$ cat src/rtl/fxp8s_result_buffer_if.sv
// Stream bundle around the result buffer: PE-array result stream in,
// re-framed matrix stream out, plus the sticky framing error flag.
interface fxp8s_result_buffer_if;
  logic       en_in_data;
  logic       rdy_in_data;
  logic       in_mat;
  logic       in_new_row;
  logic [7:0] in_data;

  logic       en_out_data;
  logic       rdy_out_data;
  logic       out_mat;
  logic       out_new_row;
  logic       out_mat_done;
  logic [7:0] out_data;

  logic       framing_err;

  // master drives words into the buffer and takes the re-streamed matrix
  modport master (
    output en_in_data, in_mat, in_new_row, in_data, rdy_out_data,
    input  rdy_in_data, en_out_data, out_mat, out_new_row, out_mat_done,
           out_data, framing_err
  );

  modport slave (
    input  en_in_data, in_mat, in_new_row, in_data, rdy_out_data,
    output rdy_in_data, en_out_data, out_mat, out_new_row, out_mat_done,
           out_data, framing_err
  );
endinterface

$ cat src/rtl/fxp8s_result_buffer.sv
// Ping-pong capture of 3x3 fxp8s result matrices with optional ReLU and
// negative-zero cleanup, re-streamed in PE-array input framing.
module fxp8s_result_buffer #(
  parameter bit RELU      = 1'b1,
  parameter bit TRANSPOSE = 1'b0
) (
  input  logic                 clk,
  input  logic                 rst,
  fxp8s_result_buffer_if.slave bus
);

  localparam logic [3:0] LAST_IDX = 4'd8;

  logic [7:0] r_mem [2][9];
  logic [1:0] r_full;
  logic [1:0] r_tag;
  logic       r_wr_bank;
  logic       r_rd_bank;
  logic [3:0] r_wr_idx;
  logic [3:0] r_rd_idx;
  logic       r_rdy_in;
  logic       r_err;

  logic       w_wr_fire;
  logic       w_wr_last;
  logic       w_rd_fire;
  logic       w_rd_last;
  logic       w_en_out;
  logic       w_frame_err;
  logic [7:0] w_wr_word;
  logic [3:0] w_rd_addr;
  logic [1:0] w_full_nxt;
  logic       w_wr_bank_nxt;

  function automatic logic [7:0] f_clean(input logic [7:0] d);
    if (d[6:0] == 7'd0) return 8'h00;
    if (RELU && d[7])   return 8'h00;
    return d;
  endfunction

  assign w_wr_fire = bus.en_in_data & r_rdy_in;
  assign w_wr_last = (r_wr_idx == LAST_IDX);
  assign w_en_out  = r_full[r_rd_bank];
  assign w_rd_fire = w_en_out & bus.rdy_out_data;
  assign w_rd_last = (r_rd_idx == LAST_IDX);
  assign w_wr_word = f_clean(bus.in_data);

  // Row starts must sit at idx 0/3/6 and the tag must not change mid-frame.
  assign w_frame_err = (bus.in_new_row != (r_wr_idx % 4'd3 == 4'd0)) |
                       ((r_wr_idx != 4'd0) & (bus.in_mat != r_tag[r_wr_bank]));

  always_comb begin
    // NOTE: every combinational output gets a default first, so no path
    // leaves it unassigned and no latch is inferred.
    w_full_nxt    = r_full;
    w_wr_bank_nxt = r_wr_bank;
    if (w_wr_fire && w_wr_last) begin
      w_full_nxt[r_wr_bank] = 1'b1;
      w_wr_bank_nxt         = ~r_wr_bank;
    end
    // A completing write and a completing read always target different banks.
    if (w_rd_fire && w_rd_last) w_full_nxt[r_rd_bank] = 1'b0;
  end

  always_comb begin
    w_rd_addr = r_rd_idx;
    if (TRANSPOSE) w_rd_addr = 4'((r_rd_idx % 4'd3) * 4'd3 + r_rd_idx / 4'd3);
  end

  // Bank storage and tags.
  always_ff @(posedge clk or posedge rst) begin
    if (rst) begin
      // NOTE: the banks are cleared on reset so a freshly reset buffer can
      // never leak a previous layer's results; this is only 18 bytes.
      for (int b = 0; b < 2; b++) begin
        for (int i = 0; i < 9; i++) r_mem[b][i] <= 8'h00;
      end
      r_tag <= 2'b00;
    end else if (w_wr_fire) begin
      // NOTE: sequential state uses non-blocking assignments only, so every
      // register samples pre-edge values regardless of block ordering.
      r_mem[r_wr_bank][r_wr_idx] <= w_wr_word;
      if (r_wr_idx == 4'd0) r_tag[r_wr_bank] <= bus.in_mat;
    end
  end

  // Write pointer and sticky framing error.
  always_ff @(posedge clk or posedge rst) begin
    if (rst) begin
      r_wr_idx  <= 4'd0;
      r_wr_bank <= 1'b0;
      r_err     <= 1'b0;
    end else if (w_wr_fire) begin
      r_wr_idx  <= w_wr_last ? 4'd0 : r_wr_idx + 4'd1;
      r_wr_bank <= w_wr_bank_nxt;
      if (w_frame_err) r_err <= 1'b1;
    end
  end

  // Read pointer.
  always_ff @(posedge clk or posedge rst) begin
    if (rst) begin
      r_rd_idx  <= 4'd0;
      r_rd_bank <= 1'b0;
    end else if (w_rd_fire) begin
      r_rd_idx <= w_rd_last ? 4'd0 : r_rd_idx + 4'd1;
      if (w_rd_last) r_rd_bank <= ~r_rd_bank;
    end
  end

  // Full flags; ready is registered so there is no path from rdy_out_data.
  always_ff @(posedge clk or posedge rst) begin
    if (rst) begin
      r_full   <= 2'b00;
      r_rdy_in <= 1'b0;
    end else begin
      r_full   <= w_full_nxt;
      r_rdy_in <= ~w_full_nxt[w_wr_bank_nxt];
    end
  end

  assign bus.rdy_in_data  = r_rdy_in;
  assign bus.en_out_data  = w_en_out;
  assign bus.out_data     = w_en_out ? r_mem[r_rd_bank][w_rd_addr] : 8'h00;
  assign bus.out_mat      = w_en_out & r_tag[r_rd_bank];
  assign bus.out_new_row  = w_en_out & (r_rd_idx % 4'd3 == 4'd0);
  assign bus.out_mat_done = w_en_out & w_rd_last;
  assign bus.framing_err  = r_err;

endmodule

$ cat src/flat_wrapper.sv
// flat-port wrapper written by rule: the top's interface ports become plain ports
module fxp8s_result_buffer_flat 
#(
  parameter bit RELU      = 1'b1,
  parameter bit TRANSPOSE = 1'b0
)
  (clk, rst, bus_en_in_data, bus_in_mat, bus_in_new_row, bus_in_data, bus_rdy_out_data, bus_rdy_in_data, bus_en_out_data, bus_out_mat, bus_out_new_row, bus_out_mat_done, bus_out_data, bus_framing_err);
  fxp8s_result_buffer_if bus_i ();
  input  logic clk;
  input  logic rst;
  input wire logic [$bits(bus_i.en_in_data)-1:0] bus_en_in_data;
  input wire logic [$bits(bus_i.in_mat)-1:0] bus_in_mat;
  input wire logic [$bits(bus_i.in_new_row)-1:0] bus_in_new_row;
  input wire logic [$bits(bus_i.in_data)-1:0] bus_in_data;
  input wire logic [$bits(bus_i.rdy_out_data)-1:0] bus_rdy_out_data;
  output wire logic [$bits(bus_i.rdy_in_data)-1:0] bus_rdy_in_data;
  output wire logic [$bits(bus_i.en_out_data)-1:0] bus_en_out_data;
  output wire logic [$bits(bus_i.out_mat)-1:0] bus_out_mat;
  output wire logic [$bits(bus_i.out_new_row)-1:0] bus_out_new_row;
  output wire logic [$bits(bus_i.out_mat_done)-1:0] bus_out_mat_done;
  output wire logic [$bits(bus_i.out_data)-1:0] bus_out_data;
  output wire logic [$bits(bus_i.framing_err)-1:0] bus_framing_err;
  assign bus_i.en_in_data = bus_en_in_data;
  assign bus_i.in_mat = bus_in_mat;
  assign bus_i.in_new_row = bus_in_new_row;
  assign bus_i.in_data = bus_in_data;
  assign bus_i.rdy_out_data = bus_rdy_out_data;
  assign bus_rdy_in_data = bus_i.rdy_in_data;
  assign bus_en_out_data = bus_i.en_out_data;
  assign bus_out_mat = bus_i.out_mat;
  assign bus_out_new_row = bus_i.out_new_row;
  assign bus_out_mat_done = bus_i.out_mat_done;
  assign bus_out_data = bus_i.out_data;
  assign bus_framing_err = bus_i.framing_err;
  fxp8s_result_buffer #(.RELU(RELU), .TRANSPOSE(TRANSPOSE)) u_core (.clk(clk), .rst(rst), .bus(bus_i));
endmodule
$ cat config.mk
export PLATFORM = sky130hd
export DESIGN_NAME = fxp8s_result_buffer_flat
export DESIGN_NICKNAME = d
export VERILOG_FILES = /design/src/rtl/fxp8s_result_buffer_if.sv /design/src/rtl/fxp8s_result_buffer.sv /design/src/flat_wrapper.sv
export SDC_FILE = /design/constraint.sdc
export NUM_CORES = 1
export LEC_CHECK = 0
export CAP_MARGIN = 40
export CELL_PAD_IN_SITES_DETAIL_PLACEMENT = 1
export CELL_PAD_IN_SITES_GLOBAL_PLACEMENT = 1
export CORE_MARGIN = 3
export CORE_UTILIZATION = 49
export DETAILED_ROUTE_END_ITERATION = 7
export MAX_ROUTING_LAYER = met4
export PLACE_DENSITY = 0.9
export SLEW_MARGIN = 20
export SYNTH_ARGS = -nofsm -noshare
export SYNTH_HDL_FRONTEND = slang
export SYNTH_SLANG_ARGS = --single-unit
$ cat constraint.sdc
create_clock -name clk -period 4.9 [get_ports clk]
set_input_delay 0.735 -clock clk [delete_from_list [all_inputs] [get_ports clk]]
set_output_delay 0.735 -clock clk [all_outputs]
set_load 0.05 [all_outputs]
==> results of run 1 <==
-- layer usage --
metal	vias up	part of all wire, %	GRT usage, %
li1	2367	-	-
met1	2894	39	33.83
met2	218	52	48.50
met3	62	4.8	5.757
met4	0	4.0	12.56
met5	-	0	-
-- flip-flops by register name, summed over array words and instances, names as in the netlist --
register,cells
u_core.bus.framing_err,1
u_core.bus.rdy_in_data,1
u_core.r_full,2
u_core.r_mem,126
u_core.r_rd_bank,1
u_core.r_rd_idx,4
u_core.r_tag,2
u_core.r_wr_bank,1
u_core.r_wr_idx,4
-- area by class of cell --
type                    count  share of cell area, %
clock buffers              22                  6.078
clock inverters             9                  1.665
inverters                  15                 0.7696
multi-input cells         466                  39.63
flip-flops and latches    142                  44.62
well taps                 176                  2.764
repair buffers             36                  4.476
-- power groups by stage --
stage / Combinational (mW) / Sequential [mW] / Clock [mW]
floorplan: 1.56 / 1.84 / 0
global route: 2.25 / 2.10 / 1.43
CTS: 2.06 / 2.04 / 1.37
global placement: 1.82 / 1.97 / 0
detailed placement: 1.98 / 2.03 / 0
finish: 2.08 / 2.05 / 1.36
-- worst paths after layout --
check                                    endpoint  slack (ns)
min in group asynchronous        u_core.r_mem[94]        0.59
max in group asynchronous        u_core.r_mem[17]        3.28
min                              u_core.r_mem[18]        0.49
max reg2reg                u_core.bus.framing_err        1.48
max                               bus_out_new_row        0.67
min reg2reg                      u_core.r_mem[18]        0.49
-- cell usage after synthesis (2+ instances only) --
| master | number |
|---|---|
| nand2_1 | 146 |
| dfrtp_1 | 142 |
| o21ai_0 | 108 |
| clkbuf_1 | 28 |
| mux4_2 | 22 |
| mux2_2 | 20 |
| a21oi_1 | 18 |
| nand3_1 | 18 |
| nor2b_1 | 15 |
| ha_1 | 13 |
| inv_1 | 12 |
| nand2b_1 | 10 |
| mux2i_1 | 9 |
| o21ai_1 | 9 |
| o22ai_1 | 8 |
| buf_2 | 7 |
| buf_4 | 7 |
| mux2_1 | 7 |
| mux4_1 | 7 |
| nor2_1 | 7 |
| and3_1 | 6 |
| and2_1 | 5 |
| a211oi_1 | 4 |
| a31oi_1 | 3 |
| inv_2 | 2 |
| nand3b_1 | 2 |
| nand4_1 | 2 |
| o211a_1 | 2 |
| o221ai_1 | 2 |
| o22a_1 | 2 |
| or4b_1 | 2 |
-- critical path: stages, from the launching register on --
cell and delay, ns:
dfrtp_1 0.81, inv_2 0.27, ha_1 0.29, nand3b_1 0.11, nand2_1 0.08, xnor2_1 0.19, ha_1 0.29, or4b_1 0.54
o311a_1 0.14, a31oi_1 0.13, buf_4 0.22
-- cells by family (layout without fill, tap and decap cells) --
| logic type | after synthesis | after routing | synth area share, % |
|---|---|---|---|
| AOI/OAI and AO/OA | 165 | 165 | 13.05 |
| muxes | 65 | 65 | 15.40 |
| adders and majority gates | 13 | 13 | 2.334 |
| xor gates and xnor gates | 2 | 2 | 0.2513 |
| other | 1 | 1 | 0.05380 |
| buffers and inverters | 58 | 82 | 3.733 |
| DFF | 142 | 142 | 50.98 |
| and+or+nand+nor | 220 | 220 | 14.20 |
-- through the flow --
| step | hold WS (ns) | utilization, % | instances | total power, mW |
|---|---|---|---|---|
| finish | 0.4852 | 58.76 | 866 | 5.493 |
| global route | 0.5106 | 58.76 | 866 | 5.779 |
| CTS | 0.4900 | 58.47 | 864 | 5.464 |
| detailed placement | 0.4698 | 53.92 | 833 | 4.018 |
| global placement | 0.4554 | 53.87 | 832 | 3.794 |
| floorplan | 0.4416 | - | 666 | 3.406 |
==> metrics.yaml, run 1 <==
status:
  outcome: "complete, no violations"
cts:
  clk_latency_ns: 0.44
  cts.sinks: 142
  clkTransAtPathRegs_ns: 0.06
  cts.path.max_buffers: 2
  cts_max_level: 4
  cts_buffers: 17
  root_buffer: "clkbuf_16"
  cts_tree: "done"
  cts_resized: 0
  cts_setup_buffers: 0
  ctsHoldBuffers: 0
floorplan:
  start_util_pct: 51.41
  die-width_um: 125.3
  core-area_um2: 13560
  ios: 28
  dieArea_um2: 15690
  die_y_um: 125.3
  rows: 42
placed_design:
  portBuffers: 26
  place_area_um2: 7311
  place_congestion: 0.8309
  place_hpwl_um: 13520
  pre_cts_ws_ns: 1.174
cells_and_area:
  n_antenna_cell: 0
  final_cell_mix: "nand2_1 (146), dfrtp_1 (141), o21ai_0 (108)"
  final_common_cell: "nand2_1"
  final_area_um2: 7966
  area_growth_pct: 14.29
  layout.nets: 705
  nFillCells: 1426
  drive_gt1_share_pct: 13.19
  multi_input_area_um2: 3157
  seq_area_um2: 3555
logic_synthesis:
  synthCells: 666
  async_flop_share_pct: 100.0
  avgSynthCellArea_um2: 10.47
  synth-seq-cells: 142
  seq_area_frac_synth_pct: 50.98
  syn_area_um2: 6970
  synth_nets: 693
  synth_ff_type: "dfrtp_1"
  ys_types: 52
  yosysTopAreaCell: "dfrtp_1"
  yosysWarnings: 0
  synth_area_leaders: "dfrtp_1 (51%), nand2_1 (7.9%), o21ai_0 (7.8%), mux4_2 (7.1%), mux2_2 (3.2%)"
  yosysTopAreaCellShare_pct: 50.98
  synth-edff-count: 0
sta:
  tightest_slew_ns: 0.8366
  hold_viol: 0
  drv_slew: 0
  tns_ns: 0
  skew_ns: 0.008127
  min_period_ns: 4.235
  rsz0062_at_grt: "no"
  max_freq_ghz: 0.2361
  relSlewSlack_pct: 44.11
  setup_slack_ns: 0.6653
  setup_viol: 0
  fin_crit_sh_pct: 86.42
min_path:
  worst_hold_path_type: "flop to flop"
  holdPathStages: 1
  worstHoldStart: "u_core.r_mem[18]"
worst_setup_path:
  end_kind: "output pin"
  cp_max_fo: 15
  worst-setup-path-type: "flop to output pin"
  required_ns: 4.16
  ff2ff_path_depth: 12
  worstPathArrival_ns: 3.50
  r2r_start: "u_core.r_wr_idx[2]"
  worstSetupStartpointType: "flop"
  startpoint: "u_core.r_rd_idx[0]"
power_and_ir_drop:
  total_leakage_power_nw: 3.529
  power_frac_clock_pct: 24.8
  switchingPower_mw: 2.140
  p_sw_share_pct: 38.95
  pwr-share-seq_pct: 37.3
  pwr_density_cell_nw_per_um2: 689.6
  p_int_mw: 3.354
  ir_drop_uv: 345.9
  p_comb_share_pct: 37.9
grt:
  antenna_found_initial: 0
  overflow: 0
  grt_max_degree: 93
  grt_pass1_wl_um: 34130
  grt_usage_pct: 28.84
  grt_pass1_vias: 6084
flow_run:
  drv_cap: 0
detailed_routing:
  vias: 5541
  viasPerCell: 6.398
  wl_per_cell_um: 24.72
  ant_nets: 0
  drtIter0Drc: 528
  dr.pass1.iters: 5
  drc: 0
  wl_um: 21410
No activity file was read; power rests on OpenSTA's default activity.
==> run 2, diff against run 1 <==
--- a/config.mk
+++ b/config.mk
@@ -5,7 +5,7 @@
 export SDC_FILE = /design/constraint.sdc
 export NUM_CORES = 1
 export LEC_CHECK = 0
-export CAP_MARGIN = 40
+export CAP_MARGIN = 20
 export CELL_PAD_IN_SITES_DETAIL_PLACEMENT = 1
 export CELL_PAD_IN_SITES_GLOBAL_PLACEMENT = 1
 export CORE_MARGIN = 3
@@ -13,7 +13,6 @@
 export DETAILED_ROUTE_END_ITERATION = 7
 export MAX_ROUTING_LAYER = met4
 export PLACE_DENSITY = 0.9
-export SLEW_MARGIN = 20
 export SYNTH_ARGS = -nofsm -noshare
 export SYNTH_HDL_FRONTEND = slang
 export SYNTH_SLANG_ARGS = --single-unit
==> metrics.yaml, run 2 (synthesis gave the netlist of run 1 again) <==
detailed_routing:
  drtIter0Drc: 558  # was 528
  ant_nets: 0  # unchanged
  vias: 5711  # was 5541
  drc: 0  # unchanged
  wl_per_cell_um: 26.59  # was 24.72 um
  viasPerCell: 6.618  # was 6.398
  dr.pass1.iters: 5  # unchanged
  wl_um: 22940  # was 21410 um
cells_and_area:
  largest_registers: "u_core.r_mem: 126 flops, u_core.r_rd_idx: 4 flops, u_core.r_wr_idx: 4 flops"  # unchanged
  multi_input_area_um2: 3157  # unchanged
  final_cell_mix: "nand2_1 (146), dfrtp_1 (141), o21ai_0 (108)"  # unchanged
  largest_reg_flops: 126  # unchanged
  regMostFlops: "u_core.r_mem"  # unchanged
  layout.nets: 702  # was 705
  final_area_um2: 7916  # was 7966 um^2
  n_antenna_cell: 0  # unchanged
  final_common_cell: "nand2_1"  # unchanged
  area_growth_pct: 13.57  # was 14.29%
  drive_gt1_share_pct: 12.52  # was 13.19%
  seq_area_um2: 3555  # unchanged
  nFillCells: 1444  # was 1426
cts:
  clkTransAtPathRegs_ns: 0.06  # about the same
  root_buffer: "clkbuf_16"  # unchanged
  ctsHoldBuffers: 0  # unchanged
  cts_tree: "done"  # unchanged
  clk_latency_ns: 0.44  # about the same
  cts_max_level: 4  # unchanged
  cts.sinks: 142  # unchanged
  cts_resized: 0  # unchanged
  cts_buffers: 17  # unchanged
  cts_setup_buffers: 0  # unchanged
  cts.path.max_buffers: 2  # unchanged
sta:
  max_freq_ghz: 0.2336  # was 0.2361 GHz
  setup_viol: 0  # unchanged
  hold_viol: 0  # unchanged
  tns_ns: 0  # unchanged
  fin_crit_sh_pct: 87.36  # was 86.42%
  relSlewSlack_pct: 35.66  # was 44.11%
  tightest_slew_ns: 0.9598  # was 0.8366 ns
  setup_slack_ns: 0.6196  # was 0.6653 ns
  rsz0062_at_grt: "no"  # unchanged
  drv_slew: 0  # unchanged
  min_period_ns: 4.280  # was 4.235 ns
  skew_ns: 0.01185  # was 0.008127 ns
grt:
  grt_usage_pct: 31.54  # was 28.84%
  grt_pass1_wl_um: 36430  # was 34130 um
  grt_max_degree: 93  # unchanged
  overflow: 0  # unchanged
  grt_pass1_vias: 6301  # was 6084
  antenna_found_initial: 0  # unchanged
floorplan:
  core-area_um2: 13560  # unchanged
  ios: 28  # unchanged
  die_y_um: 125.3  # unchanged
  dieArea_um2: 15690  # unchanged
  die-width_um: 125.3  # unchanged
  start_util_pct: 51.41  # unchanged
  rows: 42  # unchanged
power_and_ir_drop:
  switchingPower_mw: 2.210  # was 2.140 mW
  pwr_density_cell_nw_per_um2: 703.2  # was 689.6 nW/um^2
  ir_drop_uv: 336.7  # was 345.9 uV
  p_int_mw: 3.358  # was 3.354 mW
  p_sw_share_pct: 39.69  # was 38.95%
  p_comb_share_pct: 37.7  # was 37.9%
  power_frac_clock_pct: 24.9  # was 24.8%
  total_power_mw: 5.567  # was 5.493 mW
  total_leakage_power_nw: 3.500  # was 3.529 nW
  pwr-share-seq_pct: 37.5  # was 37.3%
worst_setup_path:
  slowest_stage: "dfrtp_1"  # unchanged
  cp_top_family: "flip-flops"  # unchanged
  cp_max_fo: 15  # unchanged
  path_buf_inv: 2  # unchanged
  worst-setup-path-type: "flop to output pin"  # unchanged
  path_cells: "inv_2 > ha_1 > nand3b_1 > nand2_1 > xnor2_1 > ha_1 > or4b_1 > o311a_1 > a31oi_1 > buf_4"  # unchanged
  path_common_cell: "ha_1"  # unchanged
  worstPathArrival_ns: 3.55  # was 3.50 ns
  end_kind: "output pin"  # unchanged
  worstSetupStartpointType: "flop"  # unchanged
  max_stage_delay_ns: 0.83  # was 0.81 ns
  required_ns: 4.16  # about the same
placed_design:
  pre_cts_ws_ns: 1.149  # was 1.174 ns
  place_hpwl_um: 13540  # was 13520 um
  portBuffers: 26  # unchanged
  place_area_um2: 7303  # was 7311 um^2
  place_congestion: 0.8309  # unchanged
min_path:
  worst_hold_path_type: "flop to flop"  # unchanged
flow_run:
  drv_cap: 0  # unchanged
status:
  outcome: "complete, no violations"  # unchanged
-- run 2: cell count changes in the layout (fill, tap and decap cells not counted), sizes merged --
cell	before	now
clkbuf	22	21
bufinv	3	4
buf	11	8
-- run 2: per-layer routing --
metal  routed length (um)  GRT usage, %
met2                11650         52.04
met3                 1477         6.908
met5                    0             -
met4                 1514         20.03
met1                 8303         34.71
-- run 2: path summary, 6_finish.rpt --
path | from | endpoint | slack, ns | cells past startpoint
worst max register to register | u_core.r_wr_idx[2] | u_core.bus.framing_err | 1.42 | 12
worst min-delay path | u_core.r_mem[133] | u_core.r_mem[133] | 0.49 | 2
min in group asynchronous | rst | u_core.r_mem[74] | 0.83 | 2
max in group asynchronous | rst | u_core.r_mem[114] | 3.12 | 3
worst max-delay path | u_core.r_rd_idx[0] | bus_out_new_row | 0.62 | 10
worst min register to register | u_core.r_mem[133] | u_core.r_mem[133] | 0.49 | 2
-- run 2: power groups by stage --
| stage | sequential [mW] | combinational, mW | clock, mW |
|---|---|---|---|
| 2_1_floorplan | 1.84 | 1.56 | 0 |
| 3_3_place_gp | 1.97 | 1.82 | 0 |
| 3_5_place_dp | 2.04 | 1.98 | 0 |
| 4_1_cts | 2.07 | 2.08 | 1.39 |
| 5_1_grt | 2.13 | 2.28 | 1.44 |
| 6_report | 2.09 | 2.10 | 1.38 |
-- run 2: layout make-up --
cell class	instances	share of cell area (%)
well taps	176	2.782
repair buffers	33	3.920
clock inverters	10	2.055
flip-flops and latches	142	44.90
clock buffers	21	5.690
multi-input cells	466	39.88
inverters	15	0.7745
-- run 2: per-stage QoR --
stage	std cells	hold WS (ns)	util (%)
after floorplan	666	0.4416	-
after global placement	832	0.4554	53.87
after detailed placement	832	0.4728	53.87
after CTS	863	0.4853	58.39
after global routing	863	0.5129	58.39
final	863	0.4853	58.39
-- run 2: worst reg2reg max path, stage by stage (launching register included) --
cell and delay [ns]:
dfrtp_1 0.52, nor2b_1 0.69, ha_1 0.28, inv_1 0.05, ha_1 0.28, nor2b_1 0.19
a221oi_2 0.29, ha_1 0.23, nand2_1 0.07, a311oi_1 0.28, o211a_1 0.22, a22oi_1 0.08
and3b_1 0.19
